$ cat config.mk
export PLATFORM = sky130hd
export DESIGN_NAME = rv32i_trap_controller
export DESIGN_NICKNAME = d
export VERILOG_FILES = /design/src/rtl/rv32i_trap_controller.sv
export SDC_FILE = /design/constraint.sdc
export NUM_CORES = 1
export LEC_CHECK = 0
export CORE_MARGIN = 8
export CORE_UTILIZATION = 37
export DETAILED_ROUTE_END_ITERATION = 10
export HOLD_SLACK_MARGIN = 0.15
export PLACE_DENSITY = 0.81
export SLEW_MARGIN = 20
export SYNTH_ARGS = -nofsm -noshare
export SYNTH_HDL_FRONTEND = slang
export SYNTH_SLANG_ARGS = --single-unit
$ cat constraint.sdc
create_clock -name i_clk -period 4.4 [get_ports i_clk]
set_input_delay 1.1 -clock i_clk [delete_from_list [all_inputs] [get_ports i_clk]]
set_output_delay 1.1 -clock i_clk [all_outputs]
set_load 0.01 [all_outputs]
$ cat src/rtl/rv32i_trap_controller.sv
// rv32i_trap_controller: arbitrates interrupts/exceptions/mret at commit and
// sequences CSR strobes, flush and fetch redirect for trap entry and return.
`default_nettype none

module rv32i_trap_controller #(
    parameter bit VECTORED_EN = 1'b1
) (
    input  logic        i_clk,
    input  logic        i_rst_n,
    input  logic        i_valid,
    input  logic [31:0] i_pc,
    input  logic [31:0] i_instr,
    input  logic        i_is_illegal,
    input  logic        i_is_ecall,
    input  logic        i_is_ebreak,
    input  logic        i_is_mret,
    input  logic        i_ext_irq,
    input  logic        i_sw_irq,
    input  logic        i_tmr_irq,
    input  logic        i_mstatus_mie,
    input  logic [31:0] i_mie,
    input  logic [31:0] i_mtvec,
    input  logic [31:0] i_mepc,
    output logic        o_stall,
    output logic        o_flush,
    output logic        o_redirect_valid,
    output logic [31:0] o_redirect_pc,
    output logic        o_mepc_we,
    output logic [31:0] o_mepc,
    output logic        o_mcause_we,
    output logic [31:0] o_mcause,
    output logic        o_mtval_we,
    output logic [31:0] o_mtval,
    output logic        o_mstatus_trap,
    output logic        o_mstatus_mret,
    output logic        o_busy
);

    typedef enum logic [1:0] {
        S_IDLE = 2'd0,
        S_SAVE = 2'd1,
        S_JUMP = 2'd2,
        S_RET  = 2'd3
    } state_t;

    state_t      state_q, state_d;
    logic [31:0] cause_q, cause_d;
    logic [31:0] pc_q,    pc_d;
    logic [31:0] tval_q,  tval_d;

    logic        irq_ext, irq_sw, irq_tmr;
    logic        evt_trap;
    logic [31:0] evt_cause;
    logic [31:0] evt_tval;
    logic        qualified;
    logic [31:0] trap_base;
    logic        unused_ok;

    assign irq_ext = i_ext_irq & i_mie[11] & i_mstatus_mie;
    assign irq_sw  = i_sw_irq  & i_mie[3]  & i_mstatus_mie;
    assign irq_tmr = i_tmr_irq & i_mie[7]  & i_mstatus_mie;

    // Reset gates qualification so the combinational stall is also 0 in reset.
    assign qualified = i_rst_n & i_valid & (state_q == S_IDLE);

    assign unused_ok = ^{i_mie[31:12], i_mie[10:8], i_mie[6:4], i_mie[2:0], i_mepc[1:0]};

    always_comb begin
        evt_trap  = 1'b1;
        evt_cause = 32'h0;
        evt_tval  = 32'h0;
        if (irq_ext)           evt_cause = 32'h8000_000B;
        else if (irq_sw)       evt_cause = 32'h8000_0003;
        else if (irq_tmr)      evt_cause = 32'h8000_0007;
        else if (i_is_illegal) begin
            evt_cause = 32'h0000_0002;
            evt_tval  = i_instr;
        end
        else if (i_is_ecall)   evt_cause = 32'h0000_000B;
        else if (i_is_ebreak) begin
            evt_cause = 32'h0000_0003;
            evt_tval  = i_pc;
        end
        else                   evt_trap = 1'b0;
    end

    // Vectored offset is 4*cause[30:0]; bits above 31 drop out (mod 2^32).
    always_comb begin
        trap_base = {i_mtvec[31:2], 2'b00};
        if (VECTORED_EN && (i_mtvec[1:0] == 2'b01) && cause_q[31])
            trap_base = {i_mtvec[31:2], 2'b00} + {cause_q[29:0], 2'b00};
    end

    always_ff @(posedge i_clk or negedge i_rst_n) begin
        if (!i_rst_n) begin
            state_q <= S_IDLE;
            cause_q <= 32'h0;
            pc_q    <= 32'h0;
            tval_q  <= 32'h0;
        end else begin
            state_q <= state_d;
            cause_q <= cause_d;
            pc_q    <= pc_d;
            tval_q  <= tval_d;
        end
    end

    always_comb begin
        state_d          = state_q;
        cause_d          = cause_q;
        pc_d             = pc_q;
        tval_d           = tval_q;
        o_stall          = 1'b0;
        o_flush          = 1'b0;
        o_redirect_valid = 1'b0;
        o_redirect_pc    = 32'h0;
        o_mepc_we        = 1'b0;
        o_mcause_we      = 1'b0;
        o_mtval_we       = 1'b0;
        o_mstatus_trap   = 1'b0;
        o_mstatus_mret   = 1'b0;
        case (state_q)
            S_IDLE: begin
                if (qualified && evt_trap) begin
                    state_d = S_SAVE;
                    cause_d = evt_cause;
                    pc_d    = i_pc;
                    tval_d  = evt_tval;
                    o_stall = 1'b1;
                end else if (qualified && i_is_mret) begin
                    state_d = S_RET;
                    o_stall = 1'b1;
                end
            end
            S_SAVE: begin
                o_stall        = 1'b1;
                o_flush        = 1'b1;
                o_mepc_we      = 1'b1;
                o_mcause_we    = 1'b1;
                o_mtval_we     = 1'b1;
                o_mstatus_trap = 1'b1;
                state_d        = S_JUMP;
            end
            S_JUMP: begin
                o_stall          = 1'b1;
                o_flush          = 1'b1;
                o_redirect_valid = 1'b1;
                o_redirect_pc    = trap_base;
                state_d          = S_IDLE;
            end
            S_RET: begin
                o_stall          = 1'b1;
                o_flush          = 1'b1;
                o_redirect_valid = 1'b1;
                o_redirect_pc    = {i_mepc[31:2], 2'b00};
                o_mstatus_mret   = 1'b1;
                state_d          = S_IDLE;
            end
            default: state_d = S_IDLE;
        endcase
    end

    assign o_mepc   = pc_q;
    assign o_mcause = cause_q;
    assign o_mtval  = tval_q;
    assign o_busy   = (state_q != S_IDLE);

endmodule

`default_nettype wire

==> impl_metrics.json, run 1 <==
{
  "grt_setup_unrepaired": "no",
  "crit_fanout": 4,
  "drive_gt1_frac": 0.140,
  "min_to": "o_mepc[18]",
  "setup_violations": 0,
  "timing.final.crit_share": 0.983,
  "r2r_end": "o_mtval[20]",
  "synth_common_cells": "nand2_1 (154), dfrtp_1 (71), buf_4 (34)",
  "die_w_um": 127,
  "viasPerCell": 5.07,
  "ir_drop_mv": 0.338,
  "row_count": 40,
  "start_util": 0.381,
  "min_period_ns": 4.33,
  "drt_iter0_drc": 223,
  "p_sw_uw": 934,
  "cpLargestDelayFamily": "buffers and inverters",
  "arrival_ns": 3.23,
  "die_y_um": 127,
  "crit_type": "primary input to primary output",
  "grt_pass1_wl_um": 29100,
  "antenna_found_initial": 0,
  "skew_ns": 0.00535,
  "relSlewSlack": 0.355,
  "h-tree-depth": 3,
  "synth.area.top_cells": "dfrtp_1 (39%), nand2_1 (13%), buf_4 (5.6%)",
  "dieArea_um2": 16200,
  "gp_congestion": 0.883,
  "cts_buffer_depth": 2,
  "power_frac_comb": 0.414,
  "ff2ff_setup_slack_ns": 2.09,
  "drv.max_cap_violation_count": 0,
  "areaGrowthSynthToFinish_pct": 69.4,
  "wl_um": 18900,
  "yosysTopAreaCell": "dfrtp_1",
  "placed_area_um2": 7400,
  "worstHoldStart": "o_mepc[18]",
  "worst_hold_slack_ns": 0.475,
  "max_stage_delay_ns": 0.54,
  "finalPower_uw": 2850,
  "power_density_nw_per_um2": 366,
  "drc": 0,
  "hpwl_um": 14600,
  "numPortBuffers": 247,
  "finalHoldViolCount": 0,
  "ys_seq_elements": 71,
  "track_usage": 0.227,
  "core_area_um2": 12100,
  "synth_flop_cell": "dfrtp_1",
  "min_path_type": "flip-flop to flip-flop",
  "pre_cts_slack_ns": -0.534,
  "crit_required_ns": 3.30,
  "async_flop_share": 1.00,
  "antenna_cells": 0,
  "p_int_uw": 1910,
  "crit_slowest_cell": "clkdlybuf4s50_1",
  "grt_max_degree": 103,
  "synth.cell_area_um2": 4590,
  "r2r_cells": 5,
  "ant_nets": 0,
  "setup_tns_ns": 0,
  "p_clk_frac": 0.264,
  "crit_path_end_kind": "primary output",
  "overflow": 0,
  "cts_buffers": 9,
  "swShare": 0.328,
  "p_seq_frac": 0.322,
  "drt_first_pass_iters": 5,
  "yosysMostFrequentCell": "nand2_1",
  "slew_violations": 0,
  "nets": 997,
  "path_buf_inv": 4,
  "rr_startpoint": "state_q[0]",
  "avgSynthCellArea_um2": 8.36,
  "synth_edf_count": 0,
  "startpoint_type": "primary input",
  "netlist_instances": 549,
  "cts_tree": "built",
  "power_leakage_uw": 0.00347,
  "fmaxAchievable_mhz": 231,
  "setup_ws_ns": 0.0746,
  "avgRoutedWirePerCell_um": 19.0,
  "vias": 5037,
  "clk_pin_slew_ns": 0.05,
  "cts_hold_repair.buffers": 0,
  "io_pins": 308,
  "insertion_delay_ns": 0.33,
  "grt_pass1_vias": 5333,
  "cts_root_buf": "clkbuf_16",
  "stdcell_area_um2": 7780,
  "worst_pin_slew_ns": 0.968,
  "cts.sinks": 71,
  "status": "finished, final reports clean",
  "min_path_cells": 2,
  "seq_area_frac_synth": 0.387,
  "yosysWarningCount": 0,
  "synth_top_area_frac": 0.387,
  "crit_chain": "clkdlybuf4s50_1, ha_4, buf_4, inv_1, o21ai_1, xnor2_1, nor3_1, o21a_1, clkdlybuf4s50_1",
  "synth.distinct_cells": 52,
  "path_common_cell": "clkdlybuf4s50_1"
}
==> what timing repair did <==
action / in CTS / in global routing
setup endpoints to repair: 29 / 16
setup buffers: 2 / 0
resized for setup: 52 / 20
gates cloned: 1 / 0
pin swaps: 5 / 3
==> flip-flops by register name, indices dropped and copies added (netlist names) <==
name,flops
o_mcause,5
o_mepc,32
o_mtval,32
state_q,2
==> routing by layer <==
| metal | track usage | wire length, µm | up-vias |
|---|---|---|---|
| met3 | 0.0978 | 2240 | 40 |
| met2 | 0.394 | 9100 | 272 |
| met4 | 0.0903 | 527 | 0 |
| li1 | - | - | 2391 |
| met5 | 0 | 0 | - |
| met1 | 0.237 | 7060 | 2334 |
==> worst max path at each step <==
| stage | startpoint | endpoint | slack (ns) | cells past startpoint |
|---|---|---|---|---|
| after CTS | i_mtvec[4] | o_redirect_pc[5] | 0.01 | 9 |
| after detailed placement | i_mtvec[2] | o_redirect_pc[24] | -0.53 | 11 |
| after floorplan | i_mtvec[2] | o_redirect_pc[24] | 0.53 | 9 |
| after global placement | i_mtvec[2] | o_redirect_pc[24] | -0.52 | 11 |
| after global routing | i_mtvec[2] | o_redirect_pc[24] | 0.002 | 11 |
| final | i_mtvec[4] | o_redirect_pc[5] | 0.07 | 9 |
==> worst register-to-register path: cells and delay by family (launching register included) <==
| family | cells | cell delay, ns |
|---|---|---|
| buffers and inverters | 1 | 0.73 |
| flip-flops | 1 | 0.64 |
| AO/OA/AOI/OAI | 2 | 0.39 |
| AND/OR/NAND/NOR | 2 | 0.38 |
==> power groups by stage <==
stage          clock (µW)  sequential (µW)  combinational, µW
2_1_floorplan           0              980                397
3_3_place_gp            0              915               1150
3_5_place_dp            0              924               1170
4_1_cts               764              918               1190
5_1_grt               792              936               1270
6_report              750              917               1180
==> stage by stage <==
stage           util  instances
5_1_grt        0.645        994
4_1_cts        0.646        994
3_3_place_gp   0.613        975
6_report       0.645        994
3_5_place_dp   0.613        975
2_1_floorplan      -        577
==> final cells by class <==
cell class | instances | area (µm²)
repair buffers | 303 | 2860
multi-input cells | 421 | 2570
clock inverters | 4 | 53.8
flip-flops and latches | 71 | 1780
clock buffers | 12 | 256
fillers | 961 | 4280
well taps | 168 | 210
inverters | 15 | 56.3
==> cell families (layout without fill, tap and decap cells) <==
logic type,count (synthesis),in the layout,share of synthesized area
other cells,1,29,0.000817
simple gates,224,224,0.239
mux,1,1,0.00218
buf+inv,85,334,0.104
fa+ha+maj,5,5,0.0153
compound gates,137,137,0.204
xor+xnor,25,25,0.0477
flops,71,71,0.387
==> layout by cell type (no fill, tap or decap), types with 4 or more instances in the layout <==
cell	Yosys	final
o21ai_0	21	20
nor3_2	5	6
buf_4	34	55
clkbuf_16	0	9
nor4_4	2	5
nor3_1	5	4
o211a_1	4	4
nor2_1	15	15
xnor2_1	22	22
dfrtp_1	71	71
clkbuf_2	0	7
dlygate4sd2_1	0	16
inv_1	15	15
a21oi_1	23	21
a22oi_1	32	32
nand3_1	15	15
o21ai_1	6	7
conb_1	1	29
o31ai_1	32	32
clkdlybuf4s50_1	0	217
nand2_1	154	154
Power figures use the tool's default switching activity.
==> inputs of run 2 (changes only) <==
--- a/config.mk
+++ b/config.mk
@@ -5,11 +5,11 @@
 export SDC_FILE = /design/constraint.sdc
 export NUM_CORES = 1
 export LEC_CHECK = 0
-export CORE_MARGIN = 8
-export CORE_UTILIZATION = 37
+export CORE_AREA = 2 2 118 120
 export DETAILED_ROUTE_END_ITERATION = 10
+export DIE_AREA = 0 0 120 122
 export HOLD_SLACK_MARGIN = 0.15
-export PLACE_DENSITY = 0.81
+export PLACE_DENSITY = 0.76
 export SLEW_MARGIN = 20
 export SYNTH_ARGS = -nofsm -noshare
 export SYNTH_HDL_FRONTEND = slang
==> run 2 against run 1 <==
Compared with the run above:
- core utilization decreased by 6.9 points
- clock skew decreased by 0.00095 ns
- first-iteration DRC count increased by 44%
- count of clock-buffer cells in the layout is 1 lower
- sequential cell count unchanged
- sequential share of layout area unchanged
- total power is 1.5% lower
- final area unchanged
- wire length down 13%
- combinational power barely moved
- sequential power about the same
- largest cell class unchanged
- highest routed layer unchanged
==> impl_metrics.json, run 2 (synthesized netlist as in run 1, its figures left out) <==
{
  "status": "finished, final reports clean",
  "min_to": "o_mepc[29]",
  "crit_slowest_cell": "a211o_4",
  "setup_tns_ns": 0,
  "track_usage": 0.223,
  "rr_startpoint": "state_q[0]",
  "ant_nets": 0,
  "overflow": 0,
  "path_common_cell": "buf_2",
  "relSlewSlack": 0.312,
  "hpwl_um": 12200,
  "max_stage_delay_ns": 0.39,
  "drt_iter0_drc": 321,
  "cts_hold_repair.buffers": 0,
  "antenna_found_initial": 0,
  "ff_latch_area_um2": 1780,
  "min_period_ns": 4.32,
  "vias": 4877,
  "worst_pin_slew_ns": 1.03,
  "nets": 995,
  "slew_violations": 0,
  "ir_drop_mv": 0.272,
  "r2r_cells": 5,
  "cts_buffers": 9,
  "layout_common_cells": "clkdlybuf4s50_1 (218), nand2_1 (154), dfrtp_1 (71)",
  "drc": 0,
  "drv.max_cap_violation_count": 0,
  "avgRoutedWirePerCell_um": 16.4,
  "wl_um": 16500,
  "power_leakage_uw": 0.00351,
  "crit_type": "primary input to primary output",
  "antenna_cells": 0,
  "power_density_nw_per_um2": 361,
  "cts.sinks": 71,
  "grt_pass1_wl_um": 25400,
  "clk_pin_slew_ns": 0.05,
  "grt_max_degree": 103,
  "crit_fanout": 5,
  "row_count": 43,
  "crit_path_end_kind": "primary output",
  "r2r_end": "o_mtval[21]",
  "io_pins": 308,
  "setup_violations": 0,
  "insertion_delay_ns": 0.33,
  "multi_input_area_um2": 2560,
  "timing.final.crit_share": 0.982,
  "areaGrowthSynthToFinish_pct": 69.4,
  "cpLargestDelayFamily": "compound AO/OA/AOI/OAI gates",
  "grt_setup_unrepaired": "no",
  "postLayoutCoreUtil": 0.576,
  "final_common_cell": "clkdlybuf4s50_1",
  "die_w_um": 120,
  "path_buf_inv": 4,
  "min_path_cells": 2,
  "dieArea_um2": 14600,
  "drive_gt1_frac": 0.130,
  "skew_ns": 0.00440,
  "num-fill-cells": 1208,
  "gp_congestion": 0.867,
  "viasPerCell": 4.86,
  "start_util": 0.340,
  "cts_buffer_depth": 2,
  "cts_tree": "built",
  "worstHoldStart": "o_mepc[29]",
  "numPortBuffers": 247,
  "cts_root_buf": "clkbuf_16",
  "crit_chain": "buf_2, ha_4, inv_1, fa_2, nand2b_4, a211o_4, buf_6, nor4_4, xnor2_1, a21oi_1, buf_2",
  "startpoint_type": "primary input",
  "die_y_um": 122,
  "core_area_um2": 13500,
  "worst_hold_slack_ns": 0.468,
  "h-tree-depth": 3,
  "grt_pass1_vias": 4813,
  "drt_first_pass_iters": 6,
  "min_path_type": "flip-flop to flip-flop",
  "ff2ff_setup_slack_ns": 1.99,
  "arrival_ns": 3.22,
  "finalHoldViolCount": 0,
  "crit_required_ns": 3.30,
  "fmaxAchievable_mhz": 232
}
-- run 2: cell count changes in the layout (fill, tap and decap cells not counted), sizes merged --
cell / change
clkdlybuf4s50: +1
clkinv: +2
dlygate4sd2: +3
buf: -1
clkdlybuf4s15: -1
clkbuf: -8
clkinvlp: -1
dlymetal6s2s: +3
-- run 2: stage by stage --
stage,setup slack (ns),cells,area [µm²],power (µW)
after CTS,0.0103,1003,7740,2830
final,0.0812,1004,7780,2800
after global routing,0.0122,1004,7780,2980
after global placement,-0.652,983,7370,2040
after floorplan,0.531,577,4700,1380
after detailed placement,-0.671,983,7370,2060
-- run 2: worst register-to-register path: stages (launching register included) --
cell	delay, ns
dfrtp_1	0.64
nor2_1	0.17
nand3_1	0.24
a31o_4	0.16
buf_4	0.73
o31ai_1	0.32
-- run 2: cell type report --
type	instances	area share
repair buffers	301	0.366
clock inverters	5	0.00724
inverters	15	0.00724
flip-flops and latches	71	0.228
well taps	180	0.0289
clock buffers	11	0.0325
multi-input cells	421	0.330
-- run 2: worst max-delay path by stage --
stage | slack, ns | to | depth (start not counted) | start
after floorplan | 0.53 | o_redirect_pc[24] | 9 | i_mtvec[2]
after global placement | -0.65 | o_redirect_pc[30] | 10 | i_mtvec[2]
after detailed placement | -0.67 | o_redirect_pc[30] | 10 | i_mtvec[2]
after CTS | 0.01 | o_redirect_pc[29] | 9 | i_mtvec[5]
after global routing | 0.01 | o_redirect_pc[6] | 9 | i_mtvec[4]
final | 0.08 | o_redirect_pc[26] | 11 | i_mtvec[2]
-- run 2: power by group --
part           internal [µW]  switching (µW)
Combinational            626             519
Clock                    468             275
Sequential               811             105
Total                   1910             899
-- run 2: metal layers --
layer,vias to the layer above,share of wire,GRT usage
met5,-,0,0
met4,0,0.016,0.0684
met3,18,0.092,0.0688
met2,215,0.49,0.381
met1,2253,0.41,0.269
li1,2391,-,-
-- run 2: timing repair --
action | CTS | global route
pin swaps | 7 | 0
hold endpoints to repair | 0 | 0
setup endpoints to repair | 29 | 9
buffers inserted | 4 | 1
gates resized for setup | 52 | 6
==> inputs of run 3 (changes only) <==
--- a/config.mk
+++ b/config.mk
@@ -10,6 +10,7 @@
 export DIE_AREA = 0 0 120 122
 export HOLD_SLACK_MARGIN = 0.15
 export PLACE_DENSITY = 0.76
+export RECOVER_POWER = 50
 export SLEW_MARGIN = 20
 export SYNTH_ARGS = -nofsm -noshare
 export SYNTH_HDL_FRONTEND = slang
==> run 3 against run 2 <==
Compared with the run above:
- the flow now finishes with violations (capacitance limit, slew limit)
- clock skew increased by 0.0024 ns
- count of clock-buffer cells in the layout unchanged
- clock power about the same
- first-iteration DRC count decreased by 1.6%
- combinational power decreased by 4%
- final cell count unchanged
- critical path type unchanged
- critical endpoint unchanged
==> impl_metrics.json, run 3 (synthesized netlist as in run 1, its figures left out) <==
{
  "status": "finished, violations left",
  "violations": "capacitance limit, slew limit",
  "antenna_cells": 0,
  "min_period_ns": 4.33,
  "avgRoutedWirePerCell_um": 16.5,
  "power_leakage_uw": 0.00360,
  "track_usage": 0.223,
  "skew_ns": 0.00685,
  "dieArea_um2": 14600,
  "multi_input_area_um2": 2560,
  "h-tree-depth": 3,
  "setup_violations": 0,
  "cts_tree": "built",
  "placed_area_um2": 7370,
  "grt_max_degree": 103,
  "die_y_um": 122,
  "final_common_cell": "clkdlybuf4s50_1",
  "io_pins": 308,
  "areaGrowthSynthToFinish_pct": 69.3,
  "insertion_delay_ns": 0.33,
  "ff2ff_setup_slack_ns": 2.00,
  "die_w_um": 120,
  "drc": 0,
  "core_area_um2": 13500,
  "numPortBuffers": 247,
  "fmaxAchievable_mhz": 231,
  "ir_drop_mv": 0.266,
  "ff_latch_area_um2": 1780,
  "finalHoldViolCount": 0,
  "nets": 995,
  "cts.sinks": 71,
  "drive_gt1_frac": 0.129,
  "wl_um": 16600,
  "timing.final.crit_share": 0.985,
  "num-fill-cells": 1207,
  "rr_startpoint": "state_q[0]",
  "min_path_cells": 2,
  "row_count": 43,
  "crit_type": "primary input to primary output",
  "r2r_cells": 5,
  "cts_buffers": 9,
  "hpwl_um": 12200,
  "grt_setup_unrepaired": "no",
  "grt_pass1_vias": 4813,
  "layout_common_cells": "clkdlybuf4s50_1 (165), nand2_1 (154), dfrtp_1 (71)",
  "drv.max_cap_violation_count": 1,
  "ant_nets": 0,
  "grt_pass1_wl_um": 25400,
  "arrival_ns": 3.23,
  "startpoint_type": "primary input",
  "relSlewSlack": -0.210,
  "drt_first_pass_iters": 5,
  "worst_pin_slew_ns": 1.82,
  "crit_required_ns": 3.30,
  "crit_fanout": 5,
  "overflow": 0,
  "worstHoldStart": "o_mepc[29]",
  "power_density_nw_per_um2": 354,
  "antenna_found_initial": 0,
  "cts_root_buf": "clkbuf_16",
  "start_util": 0.340,
  "min_to": "o_mepc[29]",
  "worst_hold_slack_ns": 0.463,
  "clk_pin_slew_ns": 0.05,
  "cts_buffer_depth": 2,
  "crit_path_end_kind": "primary output",
  "vias": 4869,
  "r2r_end": "o_mtval[21]",
  "slew_violations": 73,
  "stdcell_area_um2": 7770,
  "gp_congestion": 0.867,
  "viasPerCell": 4.85,
  "min_path_type": "flip-flop to flip-flop",
  "drt_iter0_drc": 316
}
[run 3: repair_timing]
action / 4_1_cts / 5_1_grt
setup endpoints to repair: 29 / 9
pin swaps: 7 / 0
hold buffers: 0 / 0
setup buffers: 4 / 1
resized for setup: 52 / 6
[run 3: area by class of cell]
| class | instances | share of cell area |
|---|---|---|
| tap | 180 | 0.0290 |
| sequential | 71 | 0.229 |
| inverter | 15 | 0.00724 |
| timing repair buffer | 301 | 0.366 |
| clock inverter | 5 | 0.00724 |
| clock buffer | 11 | 0.0325 |
| multi-input combinational | 421 | 0.330 |
[run 3: metrics by stage]
stage	setup TNS [ns]	total power [µW]	setup slack, ns	utilization	instances
after floorplan	0	1380	0.531	-	577
after global placement	-9.80	2040	-0.652	0.546	983
after detailed placement	-9.76	2060	-0.671	0.546	983
after CTS	0	2830	0.0103	0.573	1003
after global routing	0	2930	0.0122	0.576	1004
final	0	2760	0.0668	0.576	1004
[run 3: worst max-delay path by stage]
| stage | start | slack, ns | cells after the start | end |
|---|---|---|---|---|
| after global placement | i_mtvec[2] | -0.65 | 10 | o_redirect_pc[30] |
| after detailed placement | i_mtvec[2] | -0.67 | 10 | o_redirect_pc[30] |
| final | i_mtvec[2] | 0.07 | 11 | o_redirect_pc[26] |
| after CTS | i_mtvec[5] | 0.01 | 9 | o_redirect_pc[29] |
| after global routing | i_mtvec[4] | 0.01 | 9 | o_redirect_pc[6] |
| after floorplan | i_mtvec[2] | 0.53 | 9 | o_redirect_pc[24] |
[run 3: per-layer routing]
metal / wire [µm] / vias up / global-route usage
met4: 268 / 0 / 0.0684
met3: 1620 / 20 / 0.0688
li1: - / 2390 / -
met5: 0 / - / 0
met2: 8000 / 223 / 0.381
met1: 6670 / 2236 / 0.269
[run 3: report_power, final]
| group | total, µW | switching [µW] | internal [µW] | leakage (µW) |
|---|---|---|---|---|
| registers | 910 | 99.1 | 811 | 0.000907 |
| clock network | 746 | 277 | 469 | 0.000152 |
| logic | 1100 | 521 | 579 | 0.00254 |
| total | 2760 | 897 | 1860 | 0.00360 |
[run 3: critical path, stage by stage]
cell and delay [ns]:
buf_2 0.12, ha_4 0.15, inv_1 0.06, fa_2 0.39, nand2b_4 0.15, a211o_4 0.39, buf_6 0.14, nor4_4 0.28
xnor2_1 0.10, a21oi_1 0.18, buf_2 0.17
